--- src/rtl/zigzag_pkg.sv ---
// Shared widths, coefficient type and zigzag scan table for the zig_zag reorder stage.
// ZIGZAG_ROW_MAJOR_EN selects row-major input addressing; the default is column-major.
package zigzag_pkg;

   localparam int COEF_W = 11;
   localparam int BLK_N  = 64;

   typedef logic [COEF_W-1:0] coef_t;

   // Entry i is the stored address presented at output position i.
`ifdef ZIGZAG_ROW_MAJOR_EN
   localparam int ZZ [BLK_N] = '{
       0,  1,  8, 16,  9,  2,  3, 10, 17, 24, 32, 25, 18, 11,  4,  5,
      12, 19, 26, 33, 40, 48, 41, 34, 27, 20, 13,  6,  7, 14, 21, 28,
      35, 42, 49, 56, 57, 50, 43, 36, 29, 22, 15, 23, 30, 37, 44, 51,
      58, 59, 52, 45, 38, 31, 39, 46, 53, 60, 61, 54, 47, 55, 62, 63
   };
`else
   localparam int ZZ [BLK_N] = '{
       0,  8,  1,  2,  9, 16, 24, 17, 10,  3,  4, 11, 18, 25, 32, 40,
      33, 26, 19, 12,  5,  6, 13, 20, 27, 34, 41, 48, 56, 49, 42, 35,
      28, 21, 14,  7, 15, 22, 29, 36, 43, 50, 57, 58, 51, 44, 37, 30,
      23, 31, 38, 45, 52, 59, 60, 53, 46, 39, 47, 54, 61, 62, 55, 63
   };
`endif

endpackage

--- src/rtl/zig_zag_if.sv ---
// Streaming handshake between the DCT/quantiser, the zigzag stage and the entropy coder.
interface zig_zag_if;
   import zigzag_pkg::*;

   logic  ena_in;
   coef_t in;
   logic  rdy_out;
   logic  ena_out;
   coef_t out;
   logic  rdy_in;

   modport master (
      output ena_in, in, rdy_in,
      input  rdy_out, ena_out, out
   );

   modport slave (
      input  ena_in, in, rdy_in,
      output rdy_out, ena_out, out
   );
endinterface

--- src/rtl/zig_zag_bank.sv ---
// One 64-entry coefficient bank: synchronous write, asynchronous read, contents never reset.
module zigzag_bank
   import zigzag_pkg::*;
(
   input  logic       i_clk,
   input  logic       i_we,
   input  logic [5:0] i_waddr,
   input  coef_t      i_wdata,
   input  logic [5:0] i_raddr,
   output coef_t      o_rdata
);

   coef_t r_mem [BLK_N];

   always_ff @(posedge i_clk) begin
      if (i_we) begin
         r_mem[i_waddr] <= i_wdata;
      end
   end

   assign o_rdata = r_mem[i_raddr];

endmodule

--- src/rtl/zig_zag.sv ---
// Ping-pong zigzag reorder: one bank fills in arrival order while the other drains in scan order.
// ZIGZAG_ROW_MAJOR_EN (in zigzag_pkg) swaps the scan table for row-major input.
module zig_zag
   import zigzag_pkg::*;
(
   input  logic     clk,
   input  logic     rst,
   zig_zag_if.slave zz_bus
);

   logic [5:0] r_wr_cnt;
   logic [5:0] r_rd_cnt;
   logic       r_wr_bank;
   logic       r_rd_bank;
   logic [1:0] r_full;

   logic       w_rdy_out;
   logic       w_ena_out;
   logic       w_wr_fire;
   logic       w_rd_fire;
   logic [5:0] w_rd_addr;
   coef_t      w_bank_rdata [2];

   assign w_rdy_out = ~r_full[r_wr_bank];
   assign w_ena_out = r_full[r_rd_bank];
   assign w_wr_fire = zz_bus.ena_in & w_rdy_out;
   assign w_rd_fire = w_ena_out & zz_bus.rdy_in;
   assign w_rd_addr = 6'(ZZ[r_rd_cnt]);

   generate
      for (genvar gi = 0; gi < 2; gi++) begin : g_bank
         zigzag_bank u_bank (
            .i_clk   (clk),
            .i_we    (w_wr_fire && (r_wr_bank == 1'(gi))),
            .i_waddr (r_wr_cnt),
            .i_wdata (zz_bus.in),
            .i_raddr (w_rd_addr),
            .o_rdata (w_bank_rdata[gi])
         );
      end
   endgenerate

   // A write only targets an empty bank and a read only a full one, so the two
   // r_full updates below never hit the same bit in one cycle.
   always_ff @(posedge clk) begin
      if (!rst) begin
         r_wr_cnt  <= '0;
         r_rd_cnt  <= '0;
         r_wr_bank <= 1'b0;
         r_rd_bank <= 1'b0;
         r_full    <= '0;
      end else begin
         if (w_wr_fire) begin
            r_wr_cnt <= r_wr_cnt + 6'd1;
            if (r_wr_cnt == 6'd63) begin
               r_full[r_wr_bank] <= 1'b1;
               r_wr_bank         <= ~r_wr_bank;
            end
         end
         if (w_rd_fire) begin
            r_rd_cnt <= r_rd_cnt + 6'd1;
            if (r_rd_cnt == 6'd63) begin
               r_full[r_rd_bank] <= 1'b0;
               r_rd_bank         <= ~r_rd_bank;
            end
         end
      end
   end

   assign zz_bus.rdy_out = w_rdy_out;
   assign zz_bus.ena_out = w_ena_out;
   assign zz_bus.out     = w_ena_out ? w_bank_rdata[r_rd_bank] : '0;

endmodule

--- src/flat_wrapper.sv ---
// flat-port wrapper written by rule: the top's interface ports become plain ports
module zig_zag_flat import zigzag_pkg::*;
  (clk, rst, zz_bus_ena_in, zz_bus_in, zz_bus_rdy_in, zz_bus_rdy_out, zz_bus_ena_out, zz_bus_out);
  zig_zag_if zz_bus_i ();
  input  logic clk;
  input  logic rst;
  input wire logic [$bits(zz_bus_i.ena_in)-1:0] zz_bus_ena_in;
  input wire logic [$bits(zz_bus_i.in)-1:0] zz_bus_in;
  input wire logic [$bits(zz_bus_i.rdy_in)-1:0] zz_bus_rdy_in;
  output wire logic [$bits(zz_bus_i.rdy_out)-1:0] zz_bus_rdy_out;
  output wire logic [$bits(zz_bus_i.ena_out)-1:0] zz_bus_ena_out;
  output wire logic [$bits(zz_bus_i.out)-1:0] zz_bus_out;
  assign zz_bus_i.ena_in = zz_bus_ena_in;
  assign zz_bus_i.in = zz_bus_in;
  assign zz_bus_i.rdy_in = zz_bus_rdy_in;
  assign zz_bus_rdy_out = zz_bus_i.rdy_out;
  assign zz_bus_ena_out = zz_bus_i.ena_out;
  assign zz_bus_out = zz_bus_i.out;
  zig_zag u_core (.clk(clk), .rst(rst), .zz_bus(zz_bus_i));
endmodule
--- config.mk ---
export PLATFORM = sky130hd
export DESIGN_NAME = zig_zag_flat
export DESIGN_NICKNAME = d
export VERILOG_FILES = /design/src/rtl/zigzag_pkg.sv /design/src/rtl/zig_zag_if.sv /design/src/rtl/zig_zag_bank.sv /design/src/rtl/zig_zag.sv /design/src/flat_wrapper.sv
export SDC_FILE = /design/constraint.sdc
export NUM_CORES = 2
export LEC_CHECK = 0
export CAP_MARGIN = 20
export CORE_ASPECT_RATIO = 1.2
export CORE_MARGIN = 2
export CORE_UTILIZATION = 63
export DETAILED_ROUTE_END_ITERATION = 10
export DONT_BUFFER_PORTS = 1
export PLACE_DENSITY_LB_ADDON = 0.08
export SYNTH_ARGS = -nofsm -noshare
export SYNTH_HDL_FRONTEND = slang
export SYNTH_SLANG_ARGS = --single-unit
--- constraint.sdc ---
create_clock -name clk -period 4.7 [get_ports clk]
set_input_delay 0.47 -clock clk [delete_from_list [all_inputs] [get_ports clk]]
set_output_delay 0.47 -clock clk [all_outputs]
set_load 0.01 [all_outputs]
# ---- Word-level counts from Yosys, hierarchy flattened
# Memory sizes are Yosys's and may differ from the RTL's.
# Index checks and enable logic that the tools add are counted.
# Widths: inputs -> output; s select.
dict set report word_totals {
  register_bits 16
  ramBits 1408
  rom_bits 2048
  inputBits 15
  output_inout_bits 13
  elab_cells 57
  n_memories 3
}
# name words width read_ports rd_ports_with_merged_regs write_ports line_no
set mem_list {}
lappend mem_list {{(name not given)} 64 32 1 0 0 zig_zag.sv:28} ;# assign w_rd_addr = 6'(ZZ[r_rd_cnt]);
lappend mem_list {{u_core.g_bank[0].u_bank.r_mem} 64 11 1 0 1 zig_zag_bank.sv:13} ;# coef_t r_mem [BLK_N];
lappend mem_list {{u_core.g_bank[1].u_bank.r_mem} 64 11 1 0 1 zig_zag_bank.sv:13}
dict set report op_classes {
  add_sub_neg 2
  magnitude_cmp 6
  n_eq_ne 2
  mux 23
  bitwise_logic 10
  reduce_logical 6
}
# op n
set ops {}
lappend ops {{$mux 11} 4}
lappend ops {{$add 6x1->6 const B} 2}
lappend ops {{$eq 6x6->1 const B} 2}
lappend ops {{$mux 6} 2}
lappend ops {{$mux 1} 10}
lappend ops {{$mux 2} 5}
lappend ops {{$ge 7x7->1 const B} 1}
lappend ops {{$not 6->7} 1}
lappend ops {{$logic_and 1x1->1} 4}
lappend ops {{$lt 1x2->1 const B} 2}
lappend ops {{$reduce_and 2->1} 2}
lappend ops {{$not 1->1} 3}
lappend ops {{$and 1x1->1} 2}
lappend ops {{$and 2x2->2} 1}
lappend ops {{$demux 1 s1} 2}
lappend ops {{$ge 1x1->1 const B} 2}
lappend ops {{$ge 2x2->1 const B} 1}
lappend ops {{$not 1->2} 1}
lappend ops {{$not 2->2} 1}
lappend ops {{$or 2x2->2} 1}

# ---- Longest topological paths before layout
dict set report logic_depth {
  depth_word 11
  depth_mapped 18
  ltp_nobuf 12
}

# ---- Hierarchy
# A second synthesis with hierarchy kept.
dict set report hier_totals {
  cells_unflattened 2753
  hier_area_um2 56255.2
}
# module instances cells_per_inst area_each_um2 seq_area_each_um2
set modules_own_cells {}
lappend modules_own_cells {zigzag_bank 2 1268 27266.2 21140.3}
lappend modules_own_cells {zig_zag 1 217 1722.9 320.3}

# ---- Worst setup path after synthesis
# OpenSTA, ideal clock, no wires.
dict set report synth_path {
  path_kind {register -> output}
  startpoint {register u_core.r_rd_cnt[2]}
  endpoint {output port zz_bus_out[9]}
  arrival_time_ps 3428
  required_ps 4230
  slack_ps 802
  path_stages_with_launch 16
  path_buffers 4
  cell_sequence {dfxtp_1 > buf_6 > buf_4 > inv_1 > ha_1 > nor2b_1 > a311o_1 > a32o_1 > buf_4 > buf_4 > mux2i_1 > mux4_2 > nor2b_1 > a31oi_1 > o22ai_1 > o32ai_1}
}
dict set report synth_between {
  elab_chain_cells 9
  elab_cells_between_ends 10
  classes_between {6 x mux; 1 x bitwise; 3 x memory}
}
# element line_no
set synth_rtl {}
lappend synth_rtl {{start: declaration} zig_zag.sv:12} ;# logic [5:0] r_rd_cnt;
lappend synth_rtl {{start signal: assignment} zig_zag.sv:61} ;# r_rd_cnt <= r_rd_cnt + 6'd1;
lappend synth_rtl {{$not 6->7 (implied by the code) (*)} zig_zag.sv:28}
lappend synth_rtl {{$mem_v2 64x32 (*)} --}
lappend synth_rtl {{$mux 6 (implied by the code) (*) (2 in series)} zig_zag.sv:28}
lappend synth_rtl {{$mem_v2 64x11} --}
lappend synth_rtl {{$mux 11 (implied by the code) (*) (3 in series)} zig_zag.sv:72} ;# assign zz_bus.out = w_ena_out ? w_bank_rdata[r_rd_bank] : '0;
lappend synth_rtl {{$mux 11 (*)} zig_zag.sv:72}
lappend synth_rtl {{end: declaration} flat_wrapper.sv:12} ;# output wire logic [$bits(zz_bus_i.out)-1:0] zz_bus_out;
# Mark *: on every way between the ends. The rest lies on a longest branch, timed or not. The select of a mux whose other input is x is not followed.

# ---- Worst setup path in the final report
# Ends and elaborated chain as after synthesis.

==> flow_summary.ini <==
[synthesis]
avgSynthCellArea_um2 = 13.45
synthDistinctLibCells = 64
synth_edf_count = 1408
syn_nets = 4328
synthArstFlopShare_pct = 0
ys_ff_latch = 1424
syn_area_mm2 = 0.05776
synth_area_leaders = edfxtp_1 (73%), nand2_1 (7.3%), nand3_1 (6.3%)
synth_ff_type = edfxtp_1
seq_area_frac_synth_pct = 73.75
yosys_warnings = 0
yosysTopAreaCellShare_pct = 73.20
netlist_instances = 4296
synth_area_leader_cell = edfxtp_1

[floorplanning]
die_area_mm2 = 0.09413
row_count = 121
pin_count = 28
die_h_um = 335.7
start_util_pct = 63.59
die_w_um = 280.4
core_mm2 = 0.09084

[clock_network]
cts_sinks = 1424
cts_tree = done
cts.htree.levels = 4
root_buffer = clkbuf_16
clock_latency_ns = 0.74
cts_buffers = 138
path_clk_slew_ns = 0.06
clockBufferDepth = 3

[setup_path]
cp-start-kind = flip-flop
r2r-start = u_core.r_wr_bank
r2r_cells = 4
r2r_slack_ns = 1.61
rr_endpoint = u_core.g_bank[0].u_bank.r_mem[3][6]
cp-end-kind = output port
crit_path_start = u_core.r_rd_cnt[2]
arrival_ns = 4.37
path_class = reg2out
required_ns = 4.23
cp_max_fo = 12

[timing]
setup_ws_ns = -0.1405
relSlewSlack_pct = 22.32
maxSlewViolCount = 0
hold_viol = 0
fin_skew_ns = 0.02544
worst_slew_pin_slew_ns = 1.161
fmax_mhz = 206.6
finalSetupViolCount = 10
period_needed_ns = 4.841
finalCritPeriodShare_pct = 103.0
rsz0062_at_grt = yes

[final_layout]
area_growth_pct = 16.57
diodes = 0
drive_above_1_share_pct = 16.13
mostFrequentLayoutCells = edfxtp_1 (1,408), nand2_1 (1,118), nand3_1 (714), buf_4 (248), clkbuf_16 (148)
final_common_cell = edfxtp_1
nets = 4548
fin_area_mm2 = 0.06733

[power_and_ir_drop]
peakVddDrop_mv = 0.3592
power_density_mw_per_mm2 = 366.2
power_mw = 24.66
cellLeakagePower_nw = 22.67

[hold_path]
hold_start = zz_bus_ena_in
hold_path.class = in2reg
hold_end = u_core.r_wr_cnt[1]
whs_path_depth = 3

[detailed_routing]
routed_wl_um = 158500
first_iter_violations = 5015
vias = 37410
ant_nets = 0
first_pass_iters = 8
drc_errors = 0
viasPerCell = 6.464
wl_per_cell_um = 27.38

[grt]
grt_max_degree = 135
grt_pass1_wl_um = 229300
grt_pass1_vias = 35180
antenna_found_initial = 4
grt_remaining_overflow = 0
track_usage_pct = 33.42

[place]
place_congestion = 0.8759
io_buffers = 0
hpwl_um = 88010
dpl-instance-area_mm2 = 0.06032

[flow_run]
maxCapViolCount = 0

[outcome]
outcome = finished with violations
violations = negative setup slack
==> cell usage after synthesis (all sizes together), types with 3 or more instances <==
master / n
o32ai: 11
a311o: 21
nand2: 1121
nand3b: 3
nand3: 725
edfxtp: 1408
inv: 7
a41o: 9
a32oi: 22
a21oi: 54
o211ai: 6
nor3: 22
dfxtp: 16
mux4: 41
nor2b: 25
a32o: 3
mux2i: 152
nand2b: 13
a311oi: 43
o31ai: 3
clkbuf: 121
o21ai: 7
o2111ai: 18
ha: 17
buf: 168
xnor2: 8
nand4: 24
o21a: 4
nor2: 141
a31oi: 11
and3: 22
o22ai: 3
and2: 15
==> worst max-delay path, stage by stage, from the launching register on <==
cell	delay, ns
dfxtp_2	0.35
inv_2	0.06
ha_4	0.24
nor2b_1	0.12
a311o_1	0.36
a32o_4	0.34
buf_12	0.16
bufbuf_16	0.30
mux2i_1	0.14
mux4_2	0.44
nor2b_1	0.15
a31oi_2	0.25
o22ai_2	0.13
o32ai_1	0.27
buf_4	0.19
buf_4	0.12
==> worst max-delay path by stage <==
stage                    end  depth (start not counted)  slack, ns
4_1_cts        zz_bus_out[5]                         16      -0.13
6_report       zz_bus_out[9]                         15      -0.14
3_3_place_gp   zz_bus_out[0]                         14      -0.28
3_5_place_dp   zz_bus_out[0]                         14      -0.33
2_1_floorplan  zz_bus_out[9]                         15       0.80
5_1_grt        zz_bus_out[9]                         18      -0.23
==> metrics by stage <==
step           cells  utilization [%]  hold slack, ns  TNS [ns]  setup slack (ns)
3_3_place_gp    5410            66.26          0.5190   -0.4248           -0.2809
6_report        5787            74.13          0.1054   -0.9713           -0.1405
4_1_cts         5721            72.90         0.06263    -1.016           -0.1268
2_1_floorplan   4296                -          0.4880         0            0.8022
5_1_grt         5787            74.13         0.08981    -2.095           -0.2335
3_5_place_dp    5424            66.40          0.5307   -0.5746           -0.3298
==> registers in the layout, indices dropped and copies added, names as in the netlist <==
| signal | count |
|---|---|
| u_core.r_full | 2 |
| u_core.r_wr_bank | 1 |
| u_core.r_rd_cnt | 6 |
| u_core.r_wr_cnt | 6 |
| u_core.r_rd_bank | 1 |
| u_core.g_bank.u_bank.r_mem | 1408 |
==> layout make-up <==
cell class | instances | area (um^2)
clock buffers | 174 | 3620
clock inverters | 69 | 501.7
fillers | 5670 | 23500
inverters | 7 | 36.28
multi-input cells | 2576 | 14860
flip-flops and latches | 1424 | 42610
well taps | 1168 | 1461
repair buffers | 369 | 4244
==> report_power, final <==
| part | internal [mW] | switching, mW | leakage [nW] |
|---|---|---|---|
| clock network | 5.73 | 4.60 | 2.02 |
| logic | 0.0515 | 0.298 | 7.87 |
| registers | 14.0 | 0.00811 | 12.8 |
==> cell families (layout without fill, tap and decap cells) <==
kind of cell	count (synthesis)	in the layout	synth area share, %
multiplexers	195	195	4.272
XOR/XNOR	9	9	0.1365
AO/OA/AOI/OAI	231	231	3.093
buffers and inverters	296	619	2.381
adder cells (fa/ha/maj)	17	17	0.3682
flip-flops	1424	1424	73.75
AND/OR/NAND/NOR	2124	2124	16.00
==> layer usage <==
metal	vias to the layer above	part of all wire, %	track usage, %
met4	4	3.7	12.33
met2	2178	49	54.66
met1	18590	37	45.42
met3	326	9.8	5.984
met5	-	0.011	0
li1	16310	-	-
==> what timing repair did <==
action,CTS,global route
resized for setup,152,87
hold buffers,12,0
endpoints found under the setup margin,11,11
pin swaps,41,32
gates cloned,12,10
setup buffers,33,33
hold endpoints to repair,1424,0
(Power assumes the default switching activity.)
